File: src/rtl/yuv2rgb.sv
// yuv2rgb: converts unsigned Y plus signed U/V to clamped unsigned RGB. enable=0 passes y/u/v straight through.
// Latency: 3 cycles, one pixel per clock. Sideband (dvi, dtypei, meta_datai) is delayed by the same amount.
// Backpressure: none. A pixel is accepted every cycle, and data registers update whether or not dvi is set.
// Ports: clk, reset (synchronous, active-high); enable, dvi, dtypei, y, u, v, meta_datai in;
//        dvo, dtypeo, r, g, b, meta_datao out.

`ifndef DTYPE_WIDTH
`define DTYPE_WIDTH 4
`endif

module yuv2rgb #(
  parameter int PIXEL_WIDTH = 8
) (
  input  logic                    clk,
  input  logic                    reset,
  input  logic                    enable,
  input  logic                    dvi,
  input  logic [`DTYPE_WIDTH-1:0] dtypei,
  input  logic [PIXEL_WIDTH-1:0]  y,
  input  logic [PIXEL_WIDTH-1:0]  u,
  input  logic [PIXEL_WIDTH-1:0]  v,
  input  logic [15:0]             meta_datai,
  output logic                    dvo,
  output logic [`DTYPE_WIDTH-1:0] dtypeo,
  output logic [PIXEL_WIDTH-1:0]  r,
  output logic [PIXEL_WIDTH-1:0]  g,
  output logic [PIXEL_WIDTH-1:0]  b,
  output logic [15:0]             meta_datao
);

  localparam int PW    = PIXEL_WIDTH;
  localparam int ACC_W = PW + 12;   // signed accumulator width
  localparam int SH_W  = ACC_W - 8; // width after the >>> 8
  localparam int DTW   = `DTYPE_WIDTH;

  localparam logic signed [10:0] K_Y  = 11'sd298;
  localparam logic signed [10:0] K_RV = 11'sd409;
  localparam logic signed [10:0] K_GU = 11'sd100;
  localparam logic signed [10:0] K_GV = 11'sd208;
  localparam logic signed [10:0] K_BU = 11'sd516;
  localparam logic signed [ACC_W-1:0] RND = ACC_W'(128);

  function automatic logic signed [ACC_W-1:0] kext(input logic signed [10:0] k);
    return {{(ACC_W-11){k[10]}}, k};
  endfunction

  // A negative sum clamps to 0. Any bit set above the pixel range saturates to all ones.
  function automatic logic [PW-1:0] clamp(input logic signed [SH_W-1:0] x);
    if (x[SH_W-1])             return '0;
    else if (|x[SH_W-2:PW])    return '1;
    else                       return x[PW-1:0];
  endfunction

  // ---------------- S1: products ----------------
  logic signed [ACC_W-1:0] y_ext, u_ext, v_ext;
  logic signed [ACC_W-1:0] p_y_d, p_rv_d, p_gu_d, p_gv_d, p_bu_d;
  logic signed [ACC_W-1:0] p_y_q, p_rv_q, p_gu_q, p_gv_q, p_bu_q;
  logic [PW-1:0]           y1_q, u1_q, v1_q;
  logic                    en1_q, dv1_q;
  logic [DTW-1:0]          dt1_q;
  logic [15:0]             md1_q;

  always_comb begin
    y_ext  = {{(ACC_W-PW){1'b0}}, y};      // Y is unsigned
    u_ext  = {{(ACC_W-PW){u[PW-1]}}, u};   // U is signed
    v_ext  = {{(ACC_W-PW){v[PW-1]}}, v};   // V is signed
    p_y_d  = y_ext * kext(K_Y);
    p_rv_d = v_ext * kext(K_RV);
    p_gu_d = u_ext * kext(K_GU);
    p_gv_d = v_ext * kext(K_GV);
    p_bu_d = u_ext * kext(K_BU);
  end

  // ---------------- S2: rounded, shifted sums ----------------
  logic signed [ACC_W-1:0] r_acc, g_acc, b_acc;
  logic signed [SH_W-1:0]  r_sh_d, g_sh_d, b_sh_d;
  logic signed [SH_W-1:0]  r_sh_q, g_sh_q, b_sh_q;
  logic [PW-1:0]           y2_q, u2_q, v2_q;
  logic                    en2_q, dv2_q;
  logic [DTW-1:0]          dt2_q;
  logic [15:0]             md2_q;

  always_comb begin
    r_acc  = p_y_q + p_rv_q + RND;
    g_acc  = p_y_q - p_gu_q - p_gv_q + RND;
    b_acc  = p_y_q + p_bu_q + RND;
    // The arithmetic shift floors negative sums. The clamp in S3 sends them to 0.
    r_sh_d = SH_W'(r_acc >>> 8);
    g_sh_d = SH_W'(g_acc >>> 8);
    b_sh_d = SH_W'(b_acc >>> 8);
  end

  // ---------------- S3: clamp or bypass ----------------
  logic [PW-1:0]  r_d, g_d, b_d;
  logic [PW-1:0]  r_q, g_q, b_q;
  logic           dv3_q;
  logic [DTW-1:0] dt3_q;
  logic [15:0]    md3_q;

  always_comb begin
    r_d = en2_q ? clamp(r_sh_q) : y2_q;
    g_d = en2_q ? clamp(g_sh_q) : u2_q;
    b_d = en2_q ? clamp(b_sh_q) : v2_q;
  end

  always_ff @(posedge clk) begin
    if (reset) begin
      p_y_q  <= '0; p_rv_q <= '0; p_gu_q <= '0; p_gv_q <= '0; p_bu_q <= '0;
      y1_q   <= '0; u1_q   <= '0; v1_q   <= '0;
      en1_q  <= 1'b0; dv1_q <= 1'b0; dt1_q <= '0; md1_q <= '0;
      r_sh_q <= '0; g_sh_q <= '0; b_sh_q <= '0;
      y2_q   <= '0; u2_q   <= '0; v2_q   <= '0;
      en2_q  <= 1'b0; dv2_q <= 1'b0; dt2_q <= '0; md2_q <= '0;
      r_q    <= '0; g_q    <= '0; b_q    <= '0;
      dv3_q  <= 1'b0; dt3_q <= '0; md3_q <= '0;
    end else begin
      p_y_q  <= p_y_d;  p_rv_q <= p_rv_d; p_gu_q <= p_gu_d;
      p_gv_q <= p_gv_d; p_bu_q <= p_bu_d;
      y1_q   <= y;      u1_q   <= u;      v1_q   <= v;
      en1_q  <= enable; dv1_q  <= dvi;    dt1_q  <= dtypei; md1_q <= meta_datai;

      r_sh_q <= r_sh_d; g_sh_q <= g_sh_d; b_sh_q <= b_sh_d;
      y2_q   <= y1_q;   u2_q   <= u1_q;   v2_q   <= v1_q;
      en2_q  <= en1_q;  dv2_q  <= dv1_q;  dt2_q  <= dt1_q;  md2_q <= md1_q;

      r_q    <= r_d;    g_q    <= g_d;    b_q    <= b_d;
      dv3_q  <= dv2_q;  dt3_q  <= dt2_q;  md3_q  <= md2_q;
    end
  end

  assign dvo        = dv3_q;
  assign dtypeo     = dt3_q;
  assign r          = r_q;
  assign g          = g_q;
  assign b          = b_q;
  assign meta_datao = md3_q;

endmodule

File: config.mk
export PLATFORM = sky130hd
export DESIGN_NAME = yuv2rgb
export DESIGN_NICKNAME = d
export VERILOG_FILES = /design/src/rtl/yuv2rgb.sv
export SDC_FILE = /design/constraint.sdc
export NUM_CORES = 1
export LEC_CHECK = 0
export ABC_CLOCK_PERIOD_IN_PS = 4550
export BUFFER_PORTS_ARGS = -buffer_cell sky130_fd_sc_hd__buf_4
export CAP_MARGIN = 20
export CORE_ASPECT_RATIO = 1.4
export CORE_MARGIN = 5
export CORE_UTILIZATION = 40
export DETAILED_ROUTE_END_ITERATION = 16
export PLACE_DENSITY_LB_ADDON = 0.25
export SYNTH_ARGS = -nofsm -noshare
export SYNTH_HDL_FRONTEND = slang
export SYNTH_SLANG_ARGS = --single-unit
File: constraint.sdc
create_clock -name clk -period 4.55 [get_ports clk]
set_clock_uncertainty 0.05 [all_clocks]
set_input_delay 0.2275 -clock clk [delete_from_list [all_inputs] [get_ports clk]]
set_output_delay 0.2275 -clock clk [all_outputs]
set_load 0.02 [all_outputs]
==> run metrics, run 1 <==
core region area=between 30000 and 40000 um2; # port buffers=~90; vias per cell=4.651; final wirelength=26800 um; area of the multi-input gates=a little under 8000 um2; Placer Congestion=0.8239; Detail Placement HPWL=21080 um; clock latency on the worst-skew pair=0.53 ns; largest net degree at the start of global routing=between 100 and 150; share of total power in combinational logic=0.453; CP Max Fanout=6; number of global-route vias before repair=9151; Non-Filler Instances=1949; Area Overhead vs Synth=18.38%; share of cells above drive strength 1=0.1110; Inst Count DP=1862; VDD IR max=0.4136 mV; Static Leak=7.604 nW; CP Cell Sequence=dlygate4sd3_1 -> buf_4 -> fa_2 -> fa_1 -> inv_1 -> fa_1 -> fa_1 -> inv_1 -> ha_1 -> or3_1 -> o21bai_1 -> a211o_1 -> o31ai_2 -> mux2_2; Top FF cell, synth=dfxtp_1; Area contributors post-synth=dfxtp_1 (35%), ha_1 (23%), fa_1 (7.4%); first-pass GRT wire length=44420 um; RSZ-0062 raised after global routing=false; status=completed; Max-Cap Viols=0; Synth top area share=0.3522; Switching Power=3.123 mW; Critical Path RT=about 4.9 ns; initial core utilization=0.4029; Arr. time, crit path=4.70 ns; final hold vios=0; post-synth cell types=68; ys async rst share=0; cell mode on critical path=fa_1; number of synthesized flops with an enable pin=0; clock slew at reported path FFs=around 0.060 ns; antenna violations before repair=0; most frequent cells in the layout=ha_1 (242), dfxtp_1 (234), nor2_1 (163); GRT Total Usage=0.1476; Yosys reg bits=approximately 230; part of the power in registers=0.300; Cell Int Power=5.310 mW; setup_tns=0 ns; NumNets Final=1825; hold crit path type=input port to flip-flop; Fillers=3170; CP peak stage delay=0.60 ns; max-slew violation count=0; GRT Residual Overflow=0; switching part of the total=0.3704; CP Class=input port to flip-flop; Seq/Total Area, Yosys=0.3522; largest area contributor in the synthesized netlist=dfxtp_1; commonest non-fill, non-tap cell in the layout=ha_1; crit share post-route=0.9550; Slowest cell on crit path=fa_2; Routed wire per std cell=~14 um; Inserted Clock Buffers=25; H-Tree Depth=1; Tmin final=4.345 ns; Iteration-0 DRC Markers=~350; CP Launch Type=input port; row count=79; Via Count=between 9000 and 10000; Power Density=around 540 nW/um2; clock power share=0.247; post-route ant nets=0; pin slew with the least headroom to its limit=1.017 ns; Root Buffer=clkbuf_16; Reg area=4684 um2; CTS sink count=234; boundary pin count=93; relative slew slack=0.3220; final setup fails=0; Setup Fix Bufs, Post-CTS=0; Die Height=225.8 um; Mapped Nets=roughly 1700; Max Root-Sink Buffers=3; CP Capture Type=flip-flop; ant diodes=0; CTS tree=yes; drt pass-1 iters=4; post-synthesis area per instance=9.824 um2; Mapped Cells=approximately 1400; DRC viols=0; fmax=roughly 230 MHz; Yosys warnings=0; die width=roughly 160 um; Mapped Area=13300 um2; die area=approximately 37000 um2
==> worst max-delay path, delay by kind of cell <==
| kind | cells | cell delay (ns) |
|---|---|---|
| buf+inv | 4 | 0.82 |
| fa+ha+maj | 5 | 2.21 |
| compound gates | 3 | 0.70 |
| mux | 1 | 0.35 |
| simple gates | 1 | 0.40 |
==> synth_stat cells, types with 19 or more instances <==
cell type	instances
nand2_1	20
a21o_1	19
o21ai_0	23
xnor2_1	37
nor2b_1	134
inv_1	160
a21oi_1	48
mux2i_1	25
nor3_1	19
nor2_1	163
ha_1	242
dfxtp_1	234
clkbuf_1	32
fa_1	49
==> metal layers <==
metal / wire, um / vias to the layer above / track usage
met5: 0 / - / 0
met4: 850 / 0 / 0.05252
met3: 1150 / 42 / 0.01625
met2: 13040 / 150 / 0.2626
met1: 11760 / 4141 / 0.1836
li1: - / 4732 / -
==> worst paths after layout <==
kind / cells past startpoint / start / slack [ns] / endpoint
worst min register to register: 1 / dt1_q[3] / 0.38 / dt2_q[3]
worst max register to register: 9 / p_y_q[8] / 1.16 / g_sh_q[9]
worst max-delay path: 14 / v[5] / 0.20 / p_rv_q[18]
worst min-delay path: 3 / u[6] / 0.06 / p_bu_q[8]
==> logic make-up (layout without fill, tap and decap cells) <==
logic type               count (synthesis)  after routing  share of synthesized area
adder cells (fa/ha/maj)                291            291                     0.3014
AND/OR/NAND/NOR                        382            382                     0.1440
flip-flops                             234            234                     0.3522
buffers and inverters                  196            346                    0.05559
XOR/XNOR                                54             54                    0.03556
multiplexers                            37             37                    0.02897
AO/OA/AOI/OAI                          160            160                    0.08231
==> through the flow <==
step                area [um2]  hold slack [ns]  power (mW)  utilization  setup slack [ns]
global placement         14470           0.3662       6.348       0.4382            0.1811
finish                   15750          0.06366       8.433       0.4770            0.2048
floorplan                13300           0.3057       5.506            -            0.4626
CTS                      15740          0.06763       8.539       0.4769            0.1724
global route             15750           0.1354       9.181       0.4770           0.03111
detailed placement       14470           0.3704       6.362       0.4382            0.1657
==> sequential cells by signal, summed over array words and instances, names as in the netlist, 8 cells and up <==
signal      cells
p_gu_q         14
g_sh_q         12
b_sh_q         12
md1_q          16
g               8
p_y_q          14
u2_q            8
b               8
p_rv_q         18
p_gv_q         11
r_sh_q         12
r               8
meta_datao     16
md2_q          16
y1_q            8
v2_q            8
p_bu_q         14
y2_q            8
==> timing repair <==
action / CTS / global route
gates resized for setup: 0 / 1
hold buffers: 42 / 0
endpoints found under the setup margin: 0 / 2
endpoints found under the hold margin: 42 / 0
==> power by group through the flow <==
stage	registers (mW)	logic, mW	clock network (mW)
4_1_cts	2.54	3.85	2.15
5_1_grt	2.56	4.39	2.23
6_report	2.53	3.82	2.08
2_1_floorplan	2.52	2.99	0
3_3_place_gp	2.59	3.76	0
3_5_place_dp	2.59	3.78	0
==> area by class of cell <==
| type | count | share of cell area |
|---|---|---|
| tap | 445 | 0.03536 |
| clock buffer | 28 | 0.04172 |
| inverter | 160 | 0.03814 |
| clock inverter | 17 | 0.01271 |
| multi-input combinational | 924 | 0.5004 |
| sequential | 234 | 0.2975 |
| timing repair buffer | 141 | 0.07414 |
Note: power is estimated with default switching activity, not from simulation.
==> run 2, diff against run 1 <==
SETUP_SLACK_MARGIN = 0.5   (was default)
==> run 2 against run 1 <==
Utilization decreased by 0.061 points. Sequential power barely moved. Sequential cell count is the same. Fmax is 13% higher. Setup slack better by 0.49 ns. Global-route usage up 0.10 points. Die area unchanged. Sequential share of layout area hardly changed. Critical path type unchanged. Largest cell class unchanged.
==> run metrics, run 2 (synthesis results as in run 1) <==
status=completed; part of the power in registers=0.298; Max Root-Sink Buffers=3; CTS sink count=234; max reg flops=18; row count=79; Root Buffer=clkbuf_16; FF-to-FF path depth=9; Static Leak=7.595 nW; max-slew violation count=0; Placer Congestion=0.8498; VDD IR max=0.2993 mV; worst r2r dst=g_sh_q[9]; crit share post-route=0.8463; Arr. time, crit path=4.23 ns; final wirelength=26720 um; hold path start=v[3]; Die Height=about 230 um; CTS tree=yes; drt pass-1 iters=4; H-Tree Depth=1; GRT Residual Overflow=0; clock slew at reported path FFs=~0.07 ns; Via Count=9062; most frequent cells in the layout=ha_1 (242), dfxtp_1 (234), nor2_1 (163); boundary pin count=93; Reg with most FFs=p_rv_q; initial core utilization=0.4029; die width=between 150 and 200 um; final setup fails=0; share of total power in combinational logic=0.454; Iteration-0 DRC Markers=around 310; Cell Int Power=about 5.4 mW; RSZ-0062 raised after global routing=false; CP Capture Type=flip-flop; # port buffers=92; Detail Placement HPWL=21300 um; antenna violations before repair=0; Fillers=between 3000 and 4000; Inserted Clock Buffers=23; die area=37050 um2; Max-Cap Viols=0; Hold Path Stages=3; commonest non-fill, non-tap cell in the layout=ha_1; CP Launch Type=input port; Setup Fix Bufs, Post-CTS=0; Worst Hold Endpoint=p_rv_q[3]; pin slew with the least headroom to its limit=0.7155 ns; final hold vios=0; clock power share=0.247; Switching Power=3.125 mW; Critical Path RT=4.93 ns; Area Overhead vs Synth=18.23%; first-pass GRT wire length=45080 um; fmax=about 260 MHz; NumNets Final=1821; setup_tns=0 ns; CP Max Fanout=5; Power Density=539.2 nW/um2; r2r setup slk=1.09 ns; largest net degree at the start of global routing=99; Tmin final=between 3 and 4 ns; relative slew slack=0.5230; vias per cell=4.662; clock latency on the worst-skew pair=0.54 ns; Routed wire per std cell=between 10 and 15 um; share of cells above drive strength 1=0.1074; switching part of the total=0.3686; hold crit path type=input port to flip-flop; worst setup margin=0.6992 ns; core region area=~33000 um2; number of global-route vias before repair=9366; post-route ant nets=0; DRC viols=0; R2R Path Start=p_y_q[8]; CP Class=input port to flip-flop; dpl ws=0.1775 ns; GRT Total Usage=0.1486; ant diodes=0
run 2: worst max-delay path, stage by stage:
cell and delay [ns]:
dlygate4sd3_1 0.53, buf_4 0.14, inv_1 0.06, ha_1 0.33
fa_1 0.51, inv_1 0.04, ha_1 0.29, fa_1 0.44
ha_1 0.21, or3_1 0.34, o21bai_1 0.21, a211o_1 0.35
o31ai_2 0.20, mux2_2 0.35
run 2: worst max path at each step:
stage | to | start
after detailed placement | p_rv_q[18] | v[7]
after CTS | p_rv_q[18] | v[0]
final | p_rv_q[18] | v[0]
after global routing | p_rv_q[18] | v[0]
after global placement | p_rv_q[18] | v[7]
after floorplan | p_rv_q[18] | v[7]
run 2: power by group through the flow:
stage	Combinational [mW]	Clock, mW	Sequential, mW
2_1_floorplan	2.99	0	2.52
3_3_place_gp	3.81	0	2.59
3_5_place_dp	3.83	0	2.58
4_1_cts	3.90	2.16	2.54
5_1_grt	4.44	2.25	2.56
6_report	3.85	2.10	2.53
run 2: layer usage:
| metal | track usage | up-vias | part of all wire |
|---|---|---|---|
| met4 | 0.04846 | 0 | 0.032 |
| met1 | 0.1822 | 4167 | 0.44 |
| met3 | 0.01881 | 47 | 0.036 |
| met5 | 0 | - | 0 |
| met2 | 0.2680 | 139 | 0.50 |
| li1 | - | 4709 | - |
run 2: through the flow:
stage / hold WS (ns) / instances / util / total power [mW] / instance area [um2]
2_1_floorplan: 0.3057 / 1354 / - / 5.506 / 13300
3_3_place_gp: 0.3671 / 1860 / 0.4377 / 6.395 / 14450
3_5_place_dp: 0.3704 / 1860 / 0.4377 / 6.417 / 14450
4_1_cts: 0.01120 / 1944 / 0.4762 / 8.593 / 15720
5_1_grt: 0.04589 / 1944 / 0.4764 / 9.254 / 15730
6_report: 0.03122 / 1944 / 0.4764 / 8.480 / 15730
run 2: repair_timing:
item | in CTS | in global routing
setup endpoints to repair | 0 | 1
hold endpoints to repair | 42 | 0
gates resized for setup | 0 | 1
hold buffers | 42 | 0
run 2: layout make-up:
cell class	instances	area (um2)	area share
multi-input combinational	924	7881	0.5012
inverter	160	600.6	0.03819
clock buffer	28	624.3	0.03970
sequential	234	4684	0.2979
clock inverter	14	226.5	0.01440
timing repair buffer	139	1152	0.07328
tap	445	556.8	0.03540
==> run 3, diff against run 2 <==
ABC_CLOCK_PERIOD_IN_PS = 4000   (was 4550)
clock period = 4 ns   (was 4.55 ns; I/O delays follow)
==> run 3 against run 2 <==
Setup slack worse by 0.21 ns. Sequential share of layout area is 0.32 points lower. Via count is 0.47% higher. Non-clock buffer count is 13 higher. Utilization is 0.52 points higher. Sequential power is 14% higher. Highest routed layer unchanged.
==> run metrics, run 3 (synthesis results as in run 1) <==
Cell Int Power=between 6 and 7 mW; fmax=about 280 MHz; Fillers=3162; final wirelength=26950 um; CP peak stage delay=0.59 ns; commonest non-fill, non-tap cell in the layout=ha_1; worst setup margin=0.4864 ns; core region area=between 30000 and 40000 um2; antenna violations before repair=0; Static Leak=between 7 and 8 nW; Arr. time, crit path=~3.9 ns; Slowest cell on crit path=fa_2; ant diodes=0; post-route ant nets=0; Detail Placement HPWL=21220 um; Reg with most FFs=p_rv_q; initial core utilization=0.4029; CP Max Fanout=2; GRT Total Usage=0.1496; Max Root-Sink Buffers=3; die width=164.1 um; Die Height=225.8 um; first-pass GRT wire length=45480 um; # port buffers=92; part of the power in registers=0.295; Switching Power=3.627 mW; Critical Path RT=4.36 ns; pin slew with the least headroom to its limit=0.8577 ns; Routed wire per std cell=13.77 um; GRT Residual Overflow=0; H-Tree Depth=1; clock power share=0.240; Placer Congestion=0.8542; DP Area=~15000 um2; max-slew violation count=0; relative slew slack=0.4282; Iteration-0 DRC Markers=248; hold crit path type=input port to flip-flop; number of global-route vias before repair=9473; Inserted Clock Buffers=24; share of total power in combinational logic=0.465; drt pass-1 iters=4; Power Density=615.3 nW/um2; Root Buffer=clkbuf_16; final hold vios=0; switching part of the total=0.3708; CP Launch Type=input port; clock latency on the worst-skew pair=approximately 0.53 ns; CTS tree=yes; Via Count=just over 9000; dpl ws=-0.2500 ns; largest net degree at the start of global routing=between 100 and 150; share of cells above drive strength 1=0.1230; Area Overhead vs Synth=19.52%; vias per cell=4.653; most frequent cells in the layout=ha_1 (241), dfxtp_1 (234), nor2_1 (163); Tmin final=~3.5 ns; final instance area=between 15000 and 20000 um2; RSZ-0062 raised after global routing=true; status=completed; clock slew at reported path FFs=0.06 ns; boundary pin count=93; VDD IR max=0.4020 mV; total power=9.781 mW; final setup fails=0; CTS sink count=~230; CP Class=input port to flip-flop; Max-Cap Viols=0; crit share post-route=0.8784; CP Capture Type=flip-flop; row count=79; NumNets Final=1835; max reg flops=18; DRC viols=0; CP Cell Sequence=buf_6 -> fa_2 -> fa_1 -> inv_2 -> fa_2 -> fa_1 -> inv_1 -> ha_2 -> or3_4 -> o21bai_4 -> a211o_1 -> o31ai_2 -> mux2_4; die area=37050 um2
## run 3: cell count changes in the layout (fill, tap and decap cells not counted), moves of 2 or more
cell,delta
fa_2,+2
fa_1,-2
o21ai_1,+4
clkinv_4,-2
or3_4,+2
buf_4,+12
or3_1,-2
o21ai_0,-5
a2111oi_0,-2
## run 3: power by group through the flow
stage	clock network (mW)	logic, mW	registers [mW]
after detailed placement	0	4.44	2.95
after global routing	2.52	5.24	2.92
after floorplan	0	3.40	2.86
final	2.34	4.55	2.88
after global placement	0	4.39	2.95
after CTS	2.41	4.55	2.89
## run 3: worst paths after layout
kind         startpoint         end  slack [ns]  depth (start not counted)
min reg2reg    dt2_q[3]   dtypeo[3]        0.38                          1
max                v[5]  p_rv_q[18]        0.49                         13
max reg2reg    p_y_q[8]   g_sh_q[9]        0.65                          9
min                u[6]   p_bu_q[8]        0.03                          3
## run 3: timing repair
action,in CTS,in global routing
gates resized for setup,4,18
hold buffers,41,0
endpoints found under the setup margin,1,11
hold endpoints to repair,42,0
pin swaps,4,8
buffers inserted,1,2
## run 3: cell type report
type | count | area [um2] | share of cell area
Clock buffer | 29 | 649.4 | 0.04085
Timing Repair Buffer | 152 | 1264 | 0.07949
Sequential cell | 234 | 4684 | 0.2947
Multi-Input combinational cell | 924 | 7951 | 0.5002
Tap cell | 445 | 556.8 | 0.03502
Clock inverter | 13 | 191.4 | 0.01204
Inverter | 160 | 600.6 | 0.03778
## run 3: layer usage
layer,part of all wire,vias up,wire length [um],global-route usage
met5,0,-,0,0
met4,0.033,0,878,0.05414
met3,0.037,50,1009,0.01753
met2,0.49,137,13320,0.2691
met1,0.44,4182,11740,0.1828
li1,-,4736,-,-
## run 3: through the flow
| stage | TNS (ns) | hold WS [ns] | utilization | cells |
|---|---|---|---|---|
| CTS | 0 | 0.0006006 | 0.4795 | 1955 |
| detailed placement | -0.3051 | 0.3641 | 0.4408 | 1871 |
| global route | 0 | 0.02016 | 0.4815 | 1957 |
| global placement | -0.1745 | 0.3616 | 0.4408 | 1871 |
| floorplan | 0 | 0.2782 | - | 1354 |
| finish | 0 | 0.03364 | 0.4815 | 1957 |
## run 3: critical path: cells and delay by family
kind                     cells  cell delay [ns]
buffers and inverters        3             0.21
AND/OR/NAND/NOR              1             0.33
AO/OA/AOI/OAI                3             0.69
adder cells (fa/ha/maj)      5             2.13
multiplexers                 1             0.32
